[src/rtl/decode_pkg.sv]
// Shared constants for the MIPS decode stage: opcodes, forwarding selects, NOP.
package decode_pkg;

  localparam logic [5:0] OP_J   = 6'h02;
  localparam logic [5:0] OP_BEQ = 6'h04;
  localparam logic [5:0] OP_BNE = 6'h05;

  // Operand source select driven by the hazard unit; 2'b11 falls back to the regfile.
  typedef enum logic [1:0] {
    FWD_RF = 2'b00,
    FWD_M  = 2'b01,
    FWD_W  = 2'b10
  } fwd_sel_e;

  localparam logic [31:0] NOP = 32'h0000_0000;

endpackage

[src/rtl/decode_regfile.sv]
// Reset-cleared register file with hardwired zero register and write-through bypass.
module decode_regfile
  import decode_pkg::*;
#(
  parameter int DATA_W = 32,
  parameter int REG_AW = 5
) (
  input  logic              clk,
  input  logic              rst,
  input  logic              we,
  input  logic [REG_AW-1:0] waddr,
  input  logic [DATA_W-1:0] wdata,
  input  logic [REG_AW-1:0] raddr1,
  input  logic [REG_AW-1:0] raddr2,
  output logic [DATA_W-1:0] rdata1,
  output logic [DATA_W-1:0] rdata2
);

  localparam int DEPTH = 2 ** REG_AW;

  logic [DATA_W-1:0] regs [DEPTH];

  // Array update: synchronous clear of every entry, otherwise write non-zero addresses.
  // NOTE: resetting a memory forces it into flops (no RAM macro); required here because
  // the architecture guarantees all registers read 0 after reset.
  always_ff @(posedge clk) begin
    if (rst) begin
      for (int i = 0; i < DEPTH; i++) regs[i] <= '0;
    end else if (we && waddr != '0) begin
      regs[waddr] <= wdata;
    end
  end

  // Read ports: register 0 is always zero; a same-cycle write to the read address bypasses the array.
  assign rdata1 = (raddr1 == '0)                ? '0    :
                  (we && waddr == raddr1)       ? wdata : regs[raddr1];
  assign rdata2 = (raddr2 == '0)                ? '0    :
                  (we && waddr == raddr2)       ? wdata : regs[raddr2];

endmodule

[src/rtl/decode_stage_pipe.sv]
// MIPS decode stage: IF/ID register, register file, early branch compare and target generation.
module decode_stage_pipe
  import decode_pkg::*;
#(
  parameter int DATA_W = 32,
  parameter int REG_AW = 5
) (
  input  logic              CLK,
  input  logic              RST,
  input  logic [31:0]       InstrF,
  input  logic [DATA_W-1:0] PCPlus4F,
  input  logic              StallD,
  input  logic              FlushD,
  input  logic              RegWriteW,
  input  logic [REG_AW-1:0] WriteRegW,
  input  logic [DATA_W-1:0] ResultW,
  input  logic [DATA_W-1:0] ALUOutM,
  input  logic [1:0]        ForwardAD,
  input  logic [1:0]        ForwardBD,
  output logic [31:0]       InstrD,
  output logic [DATA_W-1:0] PCPlus4D,
  output logic              ValidD,
  output logic [DATA_W-1:0] RD1_D,
  output logic [DATA_W-1:0] RD2_D,
  output logic [DATA_W-1:0] SignImmD,
  output logic [DATA_W-1:0] PCBranchD,
  output logic [DATA_W-1:0] PCJumpD,
  output logic [REG_AW-1:0] RsD,
  output logic [REG_AW-1:0] RtD,
  output logic [REG_AW-1:0] RdD,
  output logic              EqualD,
  output logic              BranchTakenD,
  output logic              JumpD
);

  logic [DATA_W-1:0] src_a;
  logic [DATA_W-1:0] src_b;
  logic [5:0]        opcode;

  // IF/ID register: reset > stall > flush > load.
  // NOTE: sequential state uses non-blocking assignments so every flop samples pre-edge values.
  always_ff @(posedge CLK) begin
    if (RST) begin
      InstrD   <= NOP;
      PCPlus4D <= '0;
      ValidD   <= 1'b0;
    end else if (!StallD) begin
      if (FlushD) begin
        InstrD   <= NOP;
        PCPlus4D <= '0;
        ValidD   <= 1'b0;
      end else begin
        InstrD   <= InstrF;
        PCPlus4D <= PCPlus4F;
        ValidD   <= 1'b1;
      end
    end
  end

  assign opcode = InstrD[31:26];
  assign RsD    = InstrD[21 +: REG_AW];
  assign RtD    = InstrD[16 +: REG_AW];
  assign RdD    = InstrD[11 +: REG_AW];

  decode_regfile #(
    .DATA_W(DATA_W),
    .REG_AW(REG_AW)
  ) u_regfile (
    .clk    (CLK),
    .rst    (RST),
    .we     (RegWriteW),
    .waddr  (WriteRegW),
    .wdata  (ResultW),
    .raddr1 (RsD),
    .raddr2 (RtD),
    .rdata1 (RD1_D),
    .rdata2 (RD2_D)
  );

  // Forwarding muxes feeding the early branch comparator.
  // NOTE: the default branch assigns every output, so no latch is inferred.
  always_comb begin
    unique case (ForwardAD)
      FWD_M:   src_a = ALUOutM;
      FWD_W:   src_a = ResultW;
      default: src_a = RD1_D;
    endcase
    unique case (ForwardBD)
      FWD_M:   src_b = ALUOutM;
      FWD_W:   src_b = ResultW;
      default: src_b = RD2_D;
    endcase
  end

  assign EqualD    = (src_a == src_b);
  assign SignImmD  = {{(DATA_W-16){InstrD[15]}}, InstrD[15:0]};
  assign PCBranchD = (SignImmD << 2) + PCPlus4D;
  assign PCJumpD   = {PCPlus4D[DATA_W-1:28], InstrD[25:0], 2'b00};

  // Control-transfer decode; not stall-gated, the hazard unit masks these while stalling.
  assign BranchTakenD = ValidD & (((opcode == OP_BEQ) & EqualD) | ((opcode == OP_BNE) & ~EqualD));
  assign JumpD        = ValidD & (opcode == OP_J);

endmodule

[config.mk]
export PLATFORM = sky130hd
export DESIGN_NAME = decode_stage_pipe
export DESIGN_NICKNAME = d
export VERILOG_FILES = /design/src/rtl/decode_pkg.sv /design/src/rtl/decode_regfile.sv /design/src/rtl/decode_stage_pipe.sv
export SDC_FILE = /design/constraint.sdc
export NUM_CORES = 2
export LEC_CHECK = 0
export ABC_CLOCK_PERIOD_IN_PS = 5400
export BUFFER_PORTS_ARGS = -buffer_cell sky130_fd_sc_hd__buf_2
export CELL_PAD_IN_SITES_DETAIL_PLACEMENT = 1
export CELL_PAD_IN_SITES_GLOBAL_PLACEMENT = 1
export CORE_UTILIZATION = 51
export CTS_CLUSTER_SIZE = 8
export DETAILED_ROUTE_END_ITERATION = 12
export PLACE_DENSITY_LB_ADDON = 0.1
export SYNTH_ARGS = -nofsm -noshare
export SYNTH_HDL_FRONTEND = slang
export SYNTH_SLANG_ARGS = --single-unit
[constraint.sdc]
create_clock -name CLK -period 5.4 [get_ports CLK]
set_input_delay 0.54 -clock CLK [delete_from_list [all_inputs] [get_ports CLK]]
set_output_delay 0.54 -clock CLK [all_outputs]
set_load 0.03 [all_outputs]
# After elaboration in Yosys (flattened, before gate mapping)
# Memory sizes are Yosys's and may differ from the RTL's. A register that Yosys moved wholly into a read port is not among the register bits.
# Index checks and enable logic that the tools add are counted.
# word_totals
regBits,65
mem_bits_rw,1024
n_memories,1
out_inout_bits,243
in_bits,142
wordCells,49
# memory_table
name,depth,word_bits,read_ports,rd_clocked_by_memory_dff,wr,line_no,source
u_regfile.regs,32,32,2,2,32,decode_regfile.sv:21,logic [DATA_W-1:0] regs [DEPTH];
# classes
muxes,21
bitwise,6
eq_ne,10
addsub,1
n_reduce_logical,7
# op_table
operator,count
two-way mux 32 bit,7
one-hot mux 32 bit (2 select lines),2
adder 32 bit,1
== test 32 bit,1
OR reduction 32 bit,1
two-way mux 5 bit,5
"== test 6 x 3 -> 1 bit, second input constant",2
== test 5 bit,2
zero test 5 bit,2
two-way mux 1 bit,7
"== test 6 x 2 -> 1 bit, second input constant",1
nonzero test 5 bit,1
bitwise AND 1 bit,4
"== test 2 x 1 -> 1 bit, second input constant",2
"== test 2 bit, second input constant",2
logical AND 1 bit,3
inverter 1 bit,1
OR 1 bit,1

# Depth between registers and ports, before layout
# logic_depth
depth_word,10
ltp_mapped,17
depth_no_buf,14

# By module
# From an unflattened synthesis, not the netlist that was laid out.
# hier_totals
cells_unflattened,4527
hier_area_um2,60869.6
# by_module_without_submodules
module,cells_per_inst,instances,area_each_um2,seq_area_each_um2
decode_regfile,3740,1,54722.5,30749.5
decode_stage_pipe,787,1,6147.1,1301.2

# Worst setup path after synthesis
# No wires, ideal clock.
# synth_path
path_type,register -> output
from,reg with a tool-made name
to,out BranchTakenD
path_slack_ps,340
path_stages_with_launch,14
t_required_ps,4860
n_path_buf,6
t_arrival_ps,4520
path_cell_list,dfxtp_1 > buf_2 > buf_4 > buf_2 > buf_4 > buf_2 > buf_2 > mux2i_1 > mux4_2 > a211oi_1 > a21oi_1 > xnor2_1 > nor4_4 > mux2i_1
# synth_rtl
item,line_no,source
to (decl),decode_stage_pipe.sv:32,"output logic BranchTakenD,"

==> flow_metrics.py <==
metrics = {
    "timing": {
        "worst_pin_slew_ps": 1546,
        "timing.hold.ws_ps": 19.59,
        "fmax_ghz": 0.1634,
        "slew_viol_final": 35,
        "post-route-min-period_ps": 6120,
        "report.final.hold_viol_count": 0,
        "fin_crit_sh_pct": 113.3,
        "worst_slack_ps": -720.5,
        "rsz0062_at_grt": "true",
        "skew_ps": 17.59,
        "setup_viol": 2,
        "slew_headroom_pct": -3.430,
    },
    "global_routing": {
        "grt_overflow": 0,
        "grt_start_max_net_pins": 71,
        "grt_pass1_vias": 47980,
        "grtUsageTotal_pct": 44.54,
        "grt_pass1_wl_mm": 372.5,
        "antenna_found_initial": 31,
    },
    "detailed_routing": {
        "vias": 48790,
        "drt_wl_total_mm": 275.3,
        "ant_nets": 0,
        "via_per_inst": 7.215,
        "first_iter_violations": 10080,
        "wire_per_inst_microns": 40.72,
        "dr.pass1.iters": 8,
        "drc": 0,
    },
    "power": {
        "p_leak_nw": 26.11,
        "vdd_drop_max_mv": 0.3647,
        "cellPowerDensity_nw_per_um2": 311.4,
    },
    "synthesis": {
        "ys.flop_type": "edfxtp_1",
        "synth-xor-area-share_pct": 0.9003,
        "synth_edf_count": 1024,
        "yosysSeqAreaShare_pct": 52.62,
        "yosys.area_share.simple_pct": 14.87,
        "synthAdderAreaFrac_pct": 0.7064,
        "synth_compound_area_share_pct": 6.827,
        "syn_area_per_cell_sq_um": 13.40,
        "synth_top_family_by_area": "multiplexers",
        "netlist_instances": 4575,
        "yosys_register_bits": 1099,
        "yosys_warnings": 0,
        "async_reset_ff_share_pct": 0,
        "yosys-mux-area-fraction_pct": 19.49,
        "synth_cell_types": 84,
        "synth.cell_area_sq_um": 61290,
    },
    "setup_path": {
        "crit_type": "flip-flop to output port",
        "crit_chain": "buf_4 > nor2_1 > nand3_1 > nand4_1 > a222oi_1 > xor2_1 > nor4_2 > nand3_1 > or4_4 > nor4_4 > buf_4 > mux2i_1 > buf_4",
        "crit_path_start_kind": "flip-flop",
        "critPathCaptureType": "output port",
        "crit_family": "simple AND/OR/NAND/NOR gates",
        "worstPathMaxFanout": 12,
        "crit_required_ps": 4860,
        "crit_slowest_cell": "nor2_1",
        "cp_common_cell": "buf_4",
        "cp.arrival_ps": 5580,
        "slowest_delay_ps": 1170,
        "path_buf_inv": 3,
    },
    "placement": {
        "dpl_cell_area_sq_um": 65510,
        "place_hpwl_mm": 168.8,
        "port_buffers": 382,
        "place_congestion": 0.9846,
    },
    "final_layout": {
        "drive_gt1_share_pct": 30.36,
        "area.growth.synth_to_final_pct": 18.53,
        "utilization_pct": 61.27,
        "final_nets": 5261,
        "final_area_sq_um": 72640,
    },
    "clocking": {
        "clk_path_buf_depth": 3,
        "cts-htree-levels": 4,
        "cts.sinks": 1099,
        "cts_root_buf": "clkbuf_16",
        "path_clk_slew_ps": 50,
        "clk_latency_ps": 800,
        "cts_tree": "done",
        "cts-buffers-inserted": 156,
    },
    "flow_run": {
        "cap_violations": 2,
    },
    "floorplan": {
        "row_count": 126,
        "pin_count": 385,
        "die_y_microns": 348.7,
        "die-width_microns": 348.7,
        "start_util_pct": 51.69,
        "die_area_sq_um": 121600,
        "core_region_area_sq_um": 118600,
    },
    "hold_path": {
        "hold_path.class": "input pin to flip-flop",
    },
    "status": {
        "status": "finished, violations left",
        "violations": "max-capacitance violations, max-slew violations, negative setup slack",
    },
}
## state kept, by name, indices dropped and copies added (netlist names), named ones only
signal,flops
InstrD,32
u_regfile.regs,1024
ValidD,1
PCPlus4D,32
## stage by stage
stage / total power [mW] / TNS (ps) / std cells / setup slack (ps)
floorplan: 11.85 / 0 / 4608 / 340.0
global placement: 13.12 / -575.3 / 6352 / -398.0
detailed placement: 13.19 / -605.4 / 6352 / -410.0
CTS: 22.33 / -773.5 / 6671 / -482.6
global route: 22.91 / -858.1 / 6739 / -513.6
finish: 22.62 / -1274 / 6762 / -720.5
## cell usage in the layout (no fill, tap or decap), types with 35 or more instances in the layout
cell type	synthesis	final
and2_1	1006	1003
a21oi_1	56	53
buf_4	109	315
nor3_1	41	40
nand2_1	95	93
mux4_2	402	402
xnor2_1	41	39
edfxtp_1	1024	1024
a221oi_1	46	36
o21ai_0	45	37
dlygate4sd3_1	0	51
nor2_4	0	38
a22oi_1	245	236
dfxtp_1	75	64
nand3_1	53	52
mux2i_1	252	252
clkbuf_16	0	168
buf_2	70	379
nor2_1	227	184
or2_2	35	35
## tightest hold or removal path, stage by stage
cell	delay [ps]
buf_2	90
a22oi_1	60
nor2_1	80
## layout make-up
cell class	count	area [sq um]
flip-flops and latches	1099	32280
clock buffers	195	4145
multi-input cells	2964	27160
inverters	22	91.34
repair buffers	842	6709
clock inverters	13	181.4
diodes	27	67.56
fillers	11350	45910
well taps	1600	2002
## cell usage after synthesis, types with 6 or more instances
cell type / n / area [sq um]
o21bai_1: 7 / 52.55
mux2i_1: 252 / 2522
a211oi_1: 27 / 202.7
or4_1: 6 / 45.04
buf_4: 109 / 818.3
edfxtp_1: 1024 / 30750
mux2_2: 11 / 123.9
mux4_1: 9 / 236.5
a22o_1: 14 / 122.6
dfxtp_1: 75 / 1501
nand2_1: 95 / 356.6
buf_6: 26 / 292.8
and3_1: 19 / 118.9
or2_2: 35 / 219.0
ha_1: 33 / 412.9
a222oi_1: 31 / 310.3
mux4_2: 402 / 9054
nor3_1: 41 / 205.2
a221oi_1: 46 / 402.9
xnor2_1: 41 / 359.1
a21oi_1: 56 / 280.3
nand2b_1: 12 / 75.07
nor2_1: 227 / 852.1
xor2_1: 22 / 192.7
or3_1: 8 / 50.05
buf_2: 70 / 350.3
nand3_1: 53 / 265.3
nand4_1: 27 / 168.9
inv_1: 19 / 71.32
buf_1: 22 / 82.58
o21ai_1: 17 / 85.08
and2_1: 1006 / 6294
o21ai_0: 45 / 225.2
nor2b_1: 26 / 162.7
o31ai_1: 6 / 45.04
nor4_1: 6 / 37.54
a32oi_1: 7 / 61.31
a22oi_1: 245 / 1839
clkbuf_1: 292 / 1096
a21o_1: 15 / 112.6
## cell families after synthesis
logic type / Yosys count
buf+inv: 545
xor+xnor: 63
mux: 675
flops: 1099
fa+ha+maj: 34
simple gates: 1590
compound gates: 568
other cells: 1
## final timing paths
path,cells after the start,from,slack (ps),endpoint
setup / recovery,13,flip-flop,-720,BranchTakenD
hold / removal,3,PCPlus4F[27],20,PCPlus4D[27]
setup reg to reg,2,InstrD[24],3830,flip-flop
hold reg to reg,2,ValidD,550,ValidD
## report_power, final
part           switching [mW]  internal (mW)  total [mW]
Sequential              0.305           9.78        10.1
Combinational            2.17           1.20        3.37
Clock                    3.84           5.32        9.16
Total                    6.31           16.3        22.6
## layer usage
layer	global-route usage (%)	vias up	part of all wire [%]
met5	0	-	0.024
met4	26.42	10	7.3
met3	14.31	1104	15
met2	65.94	4611	43
met1	57.44	24720	34
li1	-	18350	-
## timing repair
item / CTS / global route
gates resized for setup: 106 / 75
endpoints found under the hold margin: 51 / 0
buffers inserted: 50 / 56
endpoints found under the setup margin: 2 / 2
pin swaps: 30 / 36
hold buffers: 51 / 0
cloned: 11 / 8
Note: power is estimated with default switching activity, not from simulation.
